--- config.mk ---
export PLATFORM = sky130hd
export DESIGN_NAME = wb_arbiter_pipe
export DESIGN_NICKNAME = d
export VERILOG_FILES = /design/src/rtl/wb_arbiter_pipe.sv
export SDC_FILE = /design/constraint.sdc
export NUM_CORES = 2
export LEC_CHECK = 0
export ABC_AREA = 1
export CORE_AREA = 5 5 554 419
export DETAILED_ROUTE_END_ITERATION = 12
export DIE_AREA = 0 0 559 424
export PLACE_DENSITY = 0.54
export SKIP_LAST_GASP = 1
export SYNTH_ARGS = -nofsm -noshare
export SYNTH_HDL_FRONTEND = slang
export SYNTH_SLANG_ARGS = --single-unit
--- constraint.sdc ---
create_clock -name clk -period 4.19 [get_ports clk]
set_input_delay 0.419 -clock clk [delete_from_list [all_inputs] [get_ports clk]]
set_output_delay 0.419 -clock clk [all_outputs]
set_load 0.02 [all_outputs]
--- src/rtl/wb_arbiter_pipe.sv ---
// Write-back collector: per-channel FIFOs drained by a round-robin / fixed-priority
// arbiter into a single registered valid/ready SRAM write stage.
module wb_arbiter_pipe #(
  parameter int NUM_CH     = 4,
  parameter int DATA_W     = 16,
  parameter int ADDR_W     = 12,
  parameter int WB_W       = 32,
  parameter int FIFO_DEPTH = 16,
  parameter int AFULL_TH   = 12
) (
  input  logic                     clk,
  input  logic                     resetn,
  input  logic [NUM_CH-1:0]        ch_wr_en,
  input  logic [NUM_CH*ADDR_W-1:0] ch_wr_addr,
  input  logic [NUM_CH*DATA_W-1:0] ch_wr_data,
  output logic [NUM_CH-1:0]        ch_afull,
  output logic [NUM_CH-1:0]        ch_full,
  input  logic                     arb_mode,
  output logic                     sram_wr_en,
  output logic [ADDR_W-1:0]        sram_wr_addr,
  output logic [WB_W-1:0]          sram_wr_data,
  input  logic                     sram_wr_ready,
  output logic [NUM_CH-1:0]        ovf_err,
  input  logic                     ovf_clr,
  output logic                     idle
);

  localparam int PTR_W = $clog2(FIFO_DEPTH);
  localparam int CNT_W = PTR_W + 1;
  localparam int CH_W  = $clog2(NUM_CH);
  localparam int ENT_W = ADDR_W + DATA_W;

  typedef enum logic {
    ARB_RR    = 1'b0,
    ARB_FIXED = 1'b1
  } arb_mode_e;

  arb_mode_e mode;
  assign mode = arb_mode_e'(arb_mode);

  logic [ENT_W-1:0] mem    [NUM_CH][FIFO_DEPTH];
  logic [PTR_W-1:0] wr_ptr [NUM_CH];
  logic [PTR_W-1:0] rd_ptr [NUM_CH];
  logic [CNT_W-1:0] count  [NUM_CH];

  logic [NUM_CH-1:0] nonempty;
  logic [NUM_CH-1:0] push;
  logic [NUM_CH-1:0] pop;
  logic [CH_W-1:0]   rr_ptr;
  logic [CH_W-1:0]   grant_idx;
  logic [CH_W-1:0]   cand;
  logic [CH_W:0]     rr_sum;
  logic              grant_valid;
  logic              loadable;
  logic [ENT_W-1:0]  head;

  always_comb begin
    ch_full  = '0;
    ch_afull = '0;
    nonempty = '0;
    for (int unsigned i = 0; i < NUM_CH; i++) begin
      ch_full[i]  = (count[i] == CNT_W'(FIFO_DEPTH));
      ch_afull[i] = (count[i] >= CNT_W'(AFULL_TH));
      nonempty[i] = (count[i] != '0);
    end
  end

  // Full is taken from registered count, so a same-cycle pop never admits a push.
  assign push     = ch_wr_en & ~ch_full;
  assign loadable = !sram_wr_en || sram_wr_ready;
  assign idle     = !sram_wr_en && (nonempty == '0);

  always_comb begin
    grant_valid = 1'b0;
    grant_idx   = '0;
    cand        = '0;
    rr_sum      = '0;
    for (int unsigned k = 0; k < NUM_CH; k++) begin
      rr_sum = {1'b0, rr_ptr} + (CH_W+1)'(k);
      if (rr_sum >= (CH_W+1)'(NUM_CH))
        rr_sum = rr_sum - (CH_W+1)'(NUM_CH);
      cand = (mode == ARB_FIXED) ? CH_W'(k) : rr_sum[CH_W-1:0];
      if (!grant_valid && nonempty[cand]) begin
        grant_valid = 1'b1;
        grant_idx   = cand;
      end
    end
  end

  always_comb begin
    pop = '0;
    if (loadable && grant_valid)
      pop[grant_idx] = 1'b1;
  end

  assign head = mem[grant_idx][rd_ptr[grant_idx]];

  always_ff @(posedge clk) begin
    for (int unsigned i = 0; i < NUM_CH; i++) begin
      if (push[i])
        mem[i][wr_ptr[i]] <= {ch_wr_addr[i*ADDR_W +: ADDR_W], ch_wr_data[i*DATA_W +: DATA_W]};
    end
  end

  always_ff @(posedge clk or negedge resetn) begin
    if (!resetn) begin
      for (int unsigned i = 0; i < NUM_CH; i++) begin
        wr_ptr[i] <= '0;
        rd_ptr[i] <= '0;
        count[i]  <= '0;
      end
    end else begin
      for (int unsigned i = 0; i < NUM_CH; i++) begin
        if (push[i])
          wr_ptr[i] <= wr_ptr[i] + 1'b1;
        if (pop[i])
          rd_ptr[i] <= rd_ptr[i] + 1'b1;
        count[i] <= count[i] + CNT_W'(push[i]) - CNT_W'(pop[i]);
      end
    end
  end

  always_ff @(posedge clk or negedge resetn) begin
    if (!resetn) begin
      sram_wr_en   <= 1'b0;
      sram_wr_addr <= '0;
      sram_wr_data <= '0;
      rr_ptr       <= '0;
      ovf_err      <= '0;
    end else begin
      if (loadable) begin
        sram_wr_en <= grant_valid;
        if (grant_valid) begin
          sram_wr_addr <= head[ENT_W-1:DATA_W];
          sram_wr_data <= WB_W'(head[DATA_W-1:0]);
        end
      end
      if (loadable && grant_valid && mode == ARB_RR)
        rr_ptr <= (grant_idx == CH_W'(NUM_CH-1)) ? '0 : grant_idx + 1'b1;
      // A new overflow in the clearing cycle survives the clear.
      ovf_err <= (ovf_clr ? '0 : ovf_err) | (ch_wr_en & ch_full);
    end
  end

endmodule

-- Word-level counts from Yosys, hierarchy flattened
Memory sizes are Yosys's and may differ from the RTL's.
Cells that the tools add are included.
- reduce and logical (&&, ||, !) cells: 22
- order comparisons: 24
- eq/ne operators: 5
- bitwise gates (word level): 11
- shift-type cells: 0
- muxes and demuxes: 51
- add/subtract/negate cells: 24
- multiply operators: 0
- divide/modulo/power cells: 0
- operators with widths (operator ; number):
    448-bit 2-to-1 mux ; 4
    28-bit demux with 4-bit select ; 4
    28-bit 2-to-1 mux ; 6
    28-bit binary-select mux with 4-bit select ; 1
    4-bit by 1-bit adder with 4-bit output (second input constant) ; 8
    2-bit 2-to-1 mux ; 13
    5-bit >= comparator (second input constant) ; 5
    4-bit inverter with 5-bit output ; 5
    5-bit by 1-bit adder with 5-bit output ; 4
    5-bit equality test (second input constant) ; 4
    5-bit by 4-bit >= comparator with 1-bit output (second input constant) ; 4
    5-bit by 1-bit < comparator with 1-bit output (second input constant) ; 4
    5-bit nonzero test ; 4
    5-bit by 1-bit subtractor with 5-bit output ; 4
    4-bit 2-to-1 mux ; 4
    2-bit by 3-bit < comparator with 1-bit output (second input constant) ; 5
    1-bit 2-to-1 mux ; 13
    3-bit >= comparator (second input constant) ; 4
    1-bit logical AND ; 11
    4-bit bitwise AND ; 2
    1-bit binary-select mux with 2-bit select ; 4
    4-bit binary-select mux with 2-bit select ; 1
    2-bit by 1-bit subtractor with 2-bit output (second input constant) ; 4
    2-bit by 2-bit adder with 3-bit output (second input constant) ; 2
    14 further kinds ; 17
- memories kept: 1
- ROM bits: 0
- register bits after elaboration: 87
- bits in latches: 0
- output and inout bits: 58
- memory bits (writable): 1792
- memory list (name ; depth ; width ; read ports ; clocked after Yosys merged registers in ; wr ports ; line ; RTL):
    mem ; 4 ; 448 ; 1 ; 0 ; 4 ; 41 ; logic [ENT_W-1:0] mem [NUM_CH][FIFO_DEPTH];

-- Logic depth before layout (Yosys ltp)
- word-level depth: 23
- depth in mapped cells: 24

-- Worst setup path before layout
OpenSTA, ideal clock, no wires.
- path type: reg-to-reg
- from: reg count[2] (netlist name)
- to: reg count[19] (netlist name)
- stages on the path, launching flop included: 25
- data required time: 4067 ps
- clock period less this slack: 3496 ps
- arrival time: 3374 ps
- slack: 694 ps
- path buffers: 3
- path through: dfrtp_1 inv_1 ha_1 nand3_1 nand2_1 nand3_1 nand2_2 nand2_2 nor2_4 nand2_1 nand3_1 buf_4 buf_4 buf_2 nor2_1 nand2_1 inv_1 ha_1 inv_1 ha_1 inv_1 fa_1 o21ai_0 a21oi_1 xnor2_1
- word-level cells in the longest chain between the ends: 19
- elaborated cells on any way between the ends: 31
- those cells by class: add/sub (1); order compare (2); mux (19); reduce/logical (9)
- RTL lines (element ; line ; RTL):
    from (decl) ; 44 ; logic [CNT_W-1:0] count [NUM_CH];
    from (signal, indexed assignment) ; 118 ; count[i] <= count[i] + CNT_W'(push[i]) - CNT_W'(pop[i]);
    5-bit nonzero test * ; 64 ; nonempty[i] = (count[i] != '0);
    1-bit binary-select mux with 2-bit select ; 83 ; if (!grant_valid && nonempty[cand]) begin
    1-bit 2-to-1 mux (implied by the code) ; 83 ;
    1-bit 2-to-1 mux ; 83 ;
    1-bit zero test ; 83 ;
    1-bit logical AND ; 83 ;
    1-bit 2-to-1 mux ; 83 ;
    1-bit zero test ; 83 ;
    (+4 left out) ; - ;
    2-bit 2-to-1 mux ; 83 ;
    2-bit by 3-bit < comparator with 1-bit output (implied by the code) / 2-bit by 1-bit >= comparator with 1-bit output (equally long branches) ; 93 ; pop[grant_idx] = 1'b1;
    1-bit logical AND (implied by the code) ; 93 ;
    1-bit 2-to-1 mux (implied by the code) ; 93 ;
    1-bit demux with 2-bit select ; 93 ;
    4-bit 2-to-1 mux * ; 92 ; if (loadable && grant_valid)
    named net pop[0] ; 48 ; logic [NUM_CH-1:0] pop;
    5-bit by 1-bit subtractor with 5-bit output * ; 118 ;
The timed path passes the listed nets; every way through them passes the cells marked *. The select of a mux whose other input is x is not followed.
A chain may end at the register's enable or synchronous reset.

-- Worst setup path in the final report
- from: reg count[2] (netlist name)
- to: reg sram_wr_data[14]
- word-level cells in the longest chain between the ends: 21
- elaborated cells on any way between the ends: 33
- those cells by class: mux (22); bitwise (2); reduce/logical (8); memory (1)
- RTL lines (element ; line ; RTL):
    5-bit nonzero test * ; 64 ;
    1-bit binary-select mux with 2-bit select ; 83 ;
    1-bit 2-to-1 mux (implied by the code) ; 83 ;
    1-bit 2-to-1 mux ; 83 ;
    1-bit zero test ; 83 ;
    1-bit logical AND ; 83 ;
    1-bit 2-to-1 mux ; 83 ;
    1-bit zero test ; 83 ;
    (+3 left out) ; - ;
    1-bit logical AND ; 83 ;
    2-bit 2-to-1 mux ; 83 ;
    2-bit inverter with 3-bit output (implied by the code) ; 96 ; assign head = mem[grant_idx][rd_ptr[grant_idx]];
    4-bit binary-select mux with 2-bit select ; 96 ;
    4-bit 2-to-1 mux (implied by the code) (2 in a row) ; 96 ;
    4-bit inverter with 5-bit output (implied by the code) ; 96 ;
    28-bit binary-select mux with 4-bit select ; 96 ;
    28-bit 2-to-1 mux (implied by the code) (2 in a row) ; 96 ;
    to (signal assigned) ; 135 ; sram_wr_data <= WB_W'(head[DATA_W-1:0]);
    to (decl) ; 21 ; output logic [WB_W-1:0] sram_wr_data,
Every way passes the cells marked *; elsewhere a longest branch is shown, timed or not. The select of a mux whose other input is x is not followed.

==> impl_metrics.toml <==
[pwr]
p_sw_w = 0.02988
p_int_w = 0.04181
pwr-share-comb_pct = 43.0
power_frac_seq_pct = 33.0
swShare_pct = 41.68
power.density_nw_per_um2 = 780.0
leakagePower_nw = 33.74
ir_drop_mv = 0.7424
pwr-share-clk_pct = 24.0

[sta]
period_needed_ns = 3.981
rsz0062_at_grt = "false"
max_freq_mhz = 251.2
slew_violations = 0
fin_setup_tns_ns = 0
hold_viol = 0
post-route-period-util_pct = 95.02
relSlewSlack_pct = 26.47
skew_ns = 0.04973
tightest_slew_ns = 1.099
setup_viol = 0

[global_routing]
grt_overflow = 0
antenna_found_initial = 51
grt_pass1_wl_um = 422700
gr-usage-all-layers_pct = 24.79
grt_pass1_vias = 53370
grt_start_max_net_pins = 106

[synth]
synth_cell_type_count = 35
synth-edff-count = 1792
netlist_area_um2 = 78770
avgSynthCellArea_um2 = 11.44
synth_most_common_cell = "nand2_1"
synth.area.top_cells = "edfxtp_1 (68%), nand3_1 (12%), nand2_1 (11%)"
ys_async_sr_fraction_pct = 4.630
synth_top_area_share_pct = 68.31
netlist.top_cell.by_area = "edfxtp_1"
ys_ff_latch = 1879
ys_dominant_reg_cell = "edfxtp_1"
synth_common_cells = "nand2_1 (2,287), nand3_1 (1,927), edfxtp_1 (1,792)"
synth_cells = 6888
yosysWarnings = 0
ys_seq_area_share_pct = 71.08

[floorplan]
row_count = 152
initial_core_util_pct = 34.72
core_um2 = 226900
die_h_um = 424
chipWidth_um = 559
die_area_um2 = 237000
ios = 179

[route]
num_vias = 57660
drt-pass1-iter-count = 8
wl_per_cell_um = 29.69
drc = 0
ant_nets = 0
routed_via_density = 5.641
drt_iter0_drc = 8420
wl_um = 303500

[layout]
fin_util_pct = 40.51
area_growth_pct = 16.68
layout.nets = 7226
fillers = 21370
drive_gt1_share_pct = 8.708

[setup_path]
path_buf_inv = 5
arrival_ns = 4.76
worstPathCellList = "inv_1 > ha_1 > nand3_1 > nand2_1 > nand2_1 > nand2_1 > nand2_1 > nor2_1 > nand2_1 > nand2_8 > nand2_8 > clkinv_8 > nand2_1 > nand3_1 > nand2_4 > inv_4 > buf_12 > buf_4 > nand3_1 > nand3_1 > nand3_1 > nand2_1 > nand2_1 > nand2_1"
r2r_cells = 24
cp-start-kind = "register"
worstSetupPathType = "reg2reg"
required_ns = 4.97
crit_family = "simple AND/OR/NAND/NOR gates"
cp_slowest_cell = "dfrtp_1"
end_kind = "register"
path_depth = 24
max_stage_delay_ns = 0.42
worst_path_most_repeated_cell = "nand2_1"
cp_max_fo = 41

[clock_network]
numCtsBuffers = 192
cts-htree-levels = 4
insertion_delay_ns = 0.86
cts.clk_slew.worst_paths_ns = 0.06
cts_setup_buffers = 0
cts_tree = "yes"
clockBufferDepth = 4
clock-sinks = 1879
cts.root.buffer_cell = "clkbuf_16"

[run]
drv_cap = 0

[place]
gp_congestion = 0.8610
io_buffers = 162
place_hpwl_um = 172500

[outcome]
status = "finished, final reports clean"

[min_path]
hold_depth = 3
hold_path.class = "in2reg"
==> stage by stage <==
step,setup slack (ns),cells,cell area (um2),hold WS (ns),total power (W)
finish,0.2086,10220,91920,0.1692,0.07170
global route,0.01304,10200,91870,0.1819,0.07507
CTS,0.2480,10200,91860,0.1223,0.07147
detailed placement,0.05400,9856,85740,0.2949,0.05440
global placement,0.1074,9856,85740,0.2958,0.05420
floorplan,0.6939,6903,78830,0.1234,0.04175
==> timing repair <==
| item | CTS | global route |
|---|---|---|
| setup endpoints to repair | 0 | 2 |
| hold buffers | 2 | 0 |
| resized for setup | 0 | 2 |
| hold endpoints to repair | 87 | 0 |
==> worst register-to-register path, delay by kind of cell (launching register included) <==
| family | cells | cell delay [ns] |
|---|---|---|
| and+or+nand+nor | 18 | 2.22 |
| buffers and inverters | 5 | 1.09 |
| adders and majority gates | 1 | 0.17 |
| DFF | 1 | 0.42 |
==> registers in the layout (all words and copies together) (netlist names) <==
| signal | flops |
|---|---|
| count | 20 |
| mem | 1792 |
| ovf_err | 4 |
| rd_ptr | 16 |
| rr_ptr | 2 |
| sram_wr_addr | 12 |
| sram_wr_data | 16 |
| sram_wr_en | 1 |
| wr_ptr | 16 |
==> placed cells by master (no fill, tap or decap), types with 6 or more instances in the layout <==
| master | Yosys | routed |
|---|---|---|
| buf_4 | 89 | 153 |
| inv_1 | 76 | 76 |
| nand3_1 | 1927 | 1926 |
| xor2_1 | 23 | 23 |
| nor2_4 | 1 | 66 |
| clkinvlp_4 | 0 | 7 |
| inv_2 | 9 | 7 |
| clkbuf_1 | 152 | 42 |
| nor2_1 | 71 | 7 |
| clkdlybuf4s50_1 | 0 | 161 |
| a21oi_1 | 10 | 10 |
| clkbuf_8 | 0 | 7 |
| buf_12 | 0 | 112 |
| clkinv_1 | 0 | 44 |
| nand2_1 | 2287 | 2284 |
| nand4_1 | 9 | 9 |
| ha_1 | 52 | 52 |
| diode_2 | 0 | 19 |
| clkbuf_16 | 0 | 196 |
| clkinv_2 | 0 | 26 |
| conb_1 | 1 | 16 |
| bufinv_16 | 0 | 17 |
| edfxtp_1 | 1792 | 1792 |
| dfrtp_1 | 87 | 87 |
| o21ai_0 | 17 | 17 |
| nor2_2 | 7 | 6 |
| xnor2_1 | 13 | 13 |
==> power groups by stage <==
stage               registers [W]  logic [W]  clock network (W)
global route               0.0238     0.0331             0.0181
detailed placement         0.0241     0.0303                  0
global placement           0.0241     0.0301                  0
floorplan                  0.0239     0.0179                  0
finish                     0.0236     0.0309             0.0172
CTS                        0.0237     0.0304             0.0174
==> worst paths after layout <==
path                             startpoint                to  slack [ns]
worst max-delay path               count[2]  sram_wr_data[14]        0.21
worst max register to register     count[2]  sram_wr_data[14]        0.21
max in group asynchronous            resetn        ovf_err[3]        3.04
worst min-delay path            ch_wr_en[2]        ovf_err[2]        0.17
min in group asynchronous            resetn        ovf_err[1]        0.21
worst min register to register    rd_ptr[7]         rd_ptr[7]        0.47
==> cell type report <==
type                            instances  area (um2)  area share, %
Antenna cell                           19       47.55        0.05173
Clock buffer                          245        5159          5.612
Clock inverter                        100       949.7          1.033
Tap cell                             3003        3757          4.088
Multi-Input combinational cell       4460       20630          22.44
Sequential cell                      1879       55990          60.91
Inverter                               87       350.3         0.3811
Timing Repair Buffer                  429        5034          5.476
==> layer usage <==
layer	routed length, um	track usage, %	vias to the layer above
met1	125500	35.98	28850
met3	40730	7.792	583
li1	-	-	24560
met4	9550	6.903	48
met5	299	0	-
met2	127400	35.70	3617
==> cell families after synthesis <==
family / Yosys count / synth area share, %
AO/OA/AOI/OAI: 34 / 0.2541
XOR/XNOR: 36 / 0.4003
adder cells (fa/ha/maj): 56 / 0.9276
buffers and inverters: 564 / 3.504
flip-flops: 1879 / 71.08
multiplexers: 3 / 0.04288
other: 1 / 0.004761
AND/OR/NAND/NOR: 4315 / 23.79
Power figures use the tool's default switching activity.
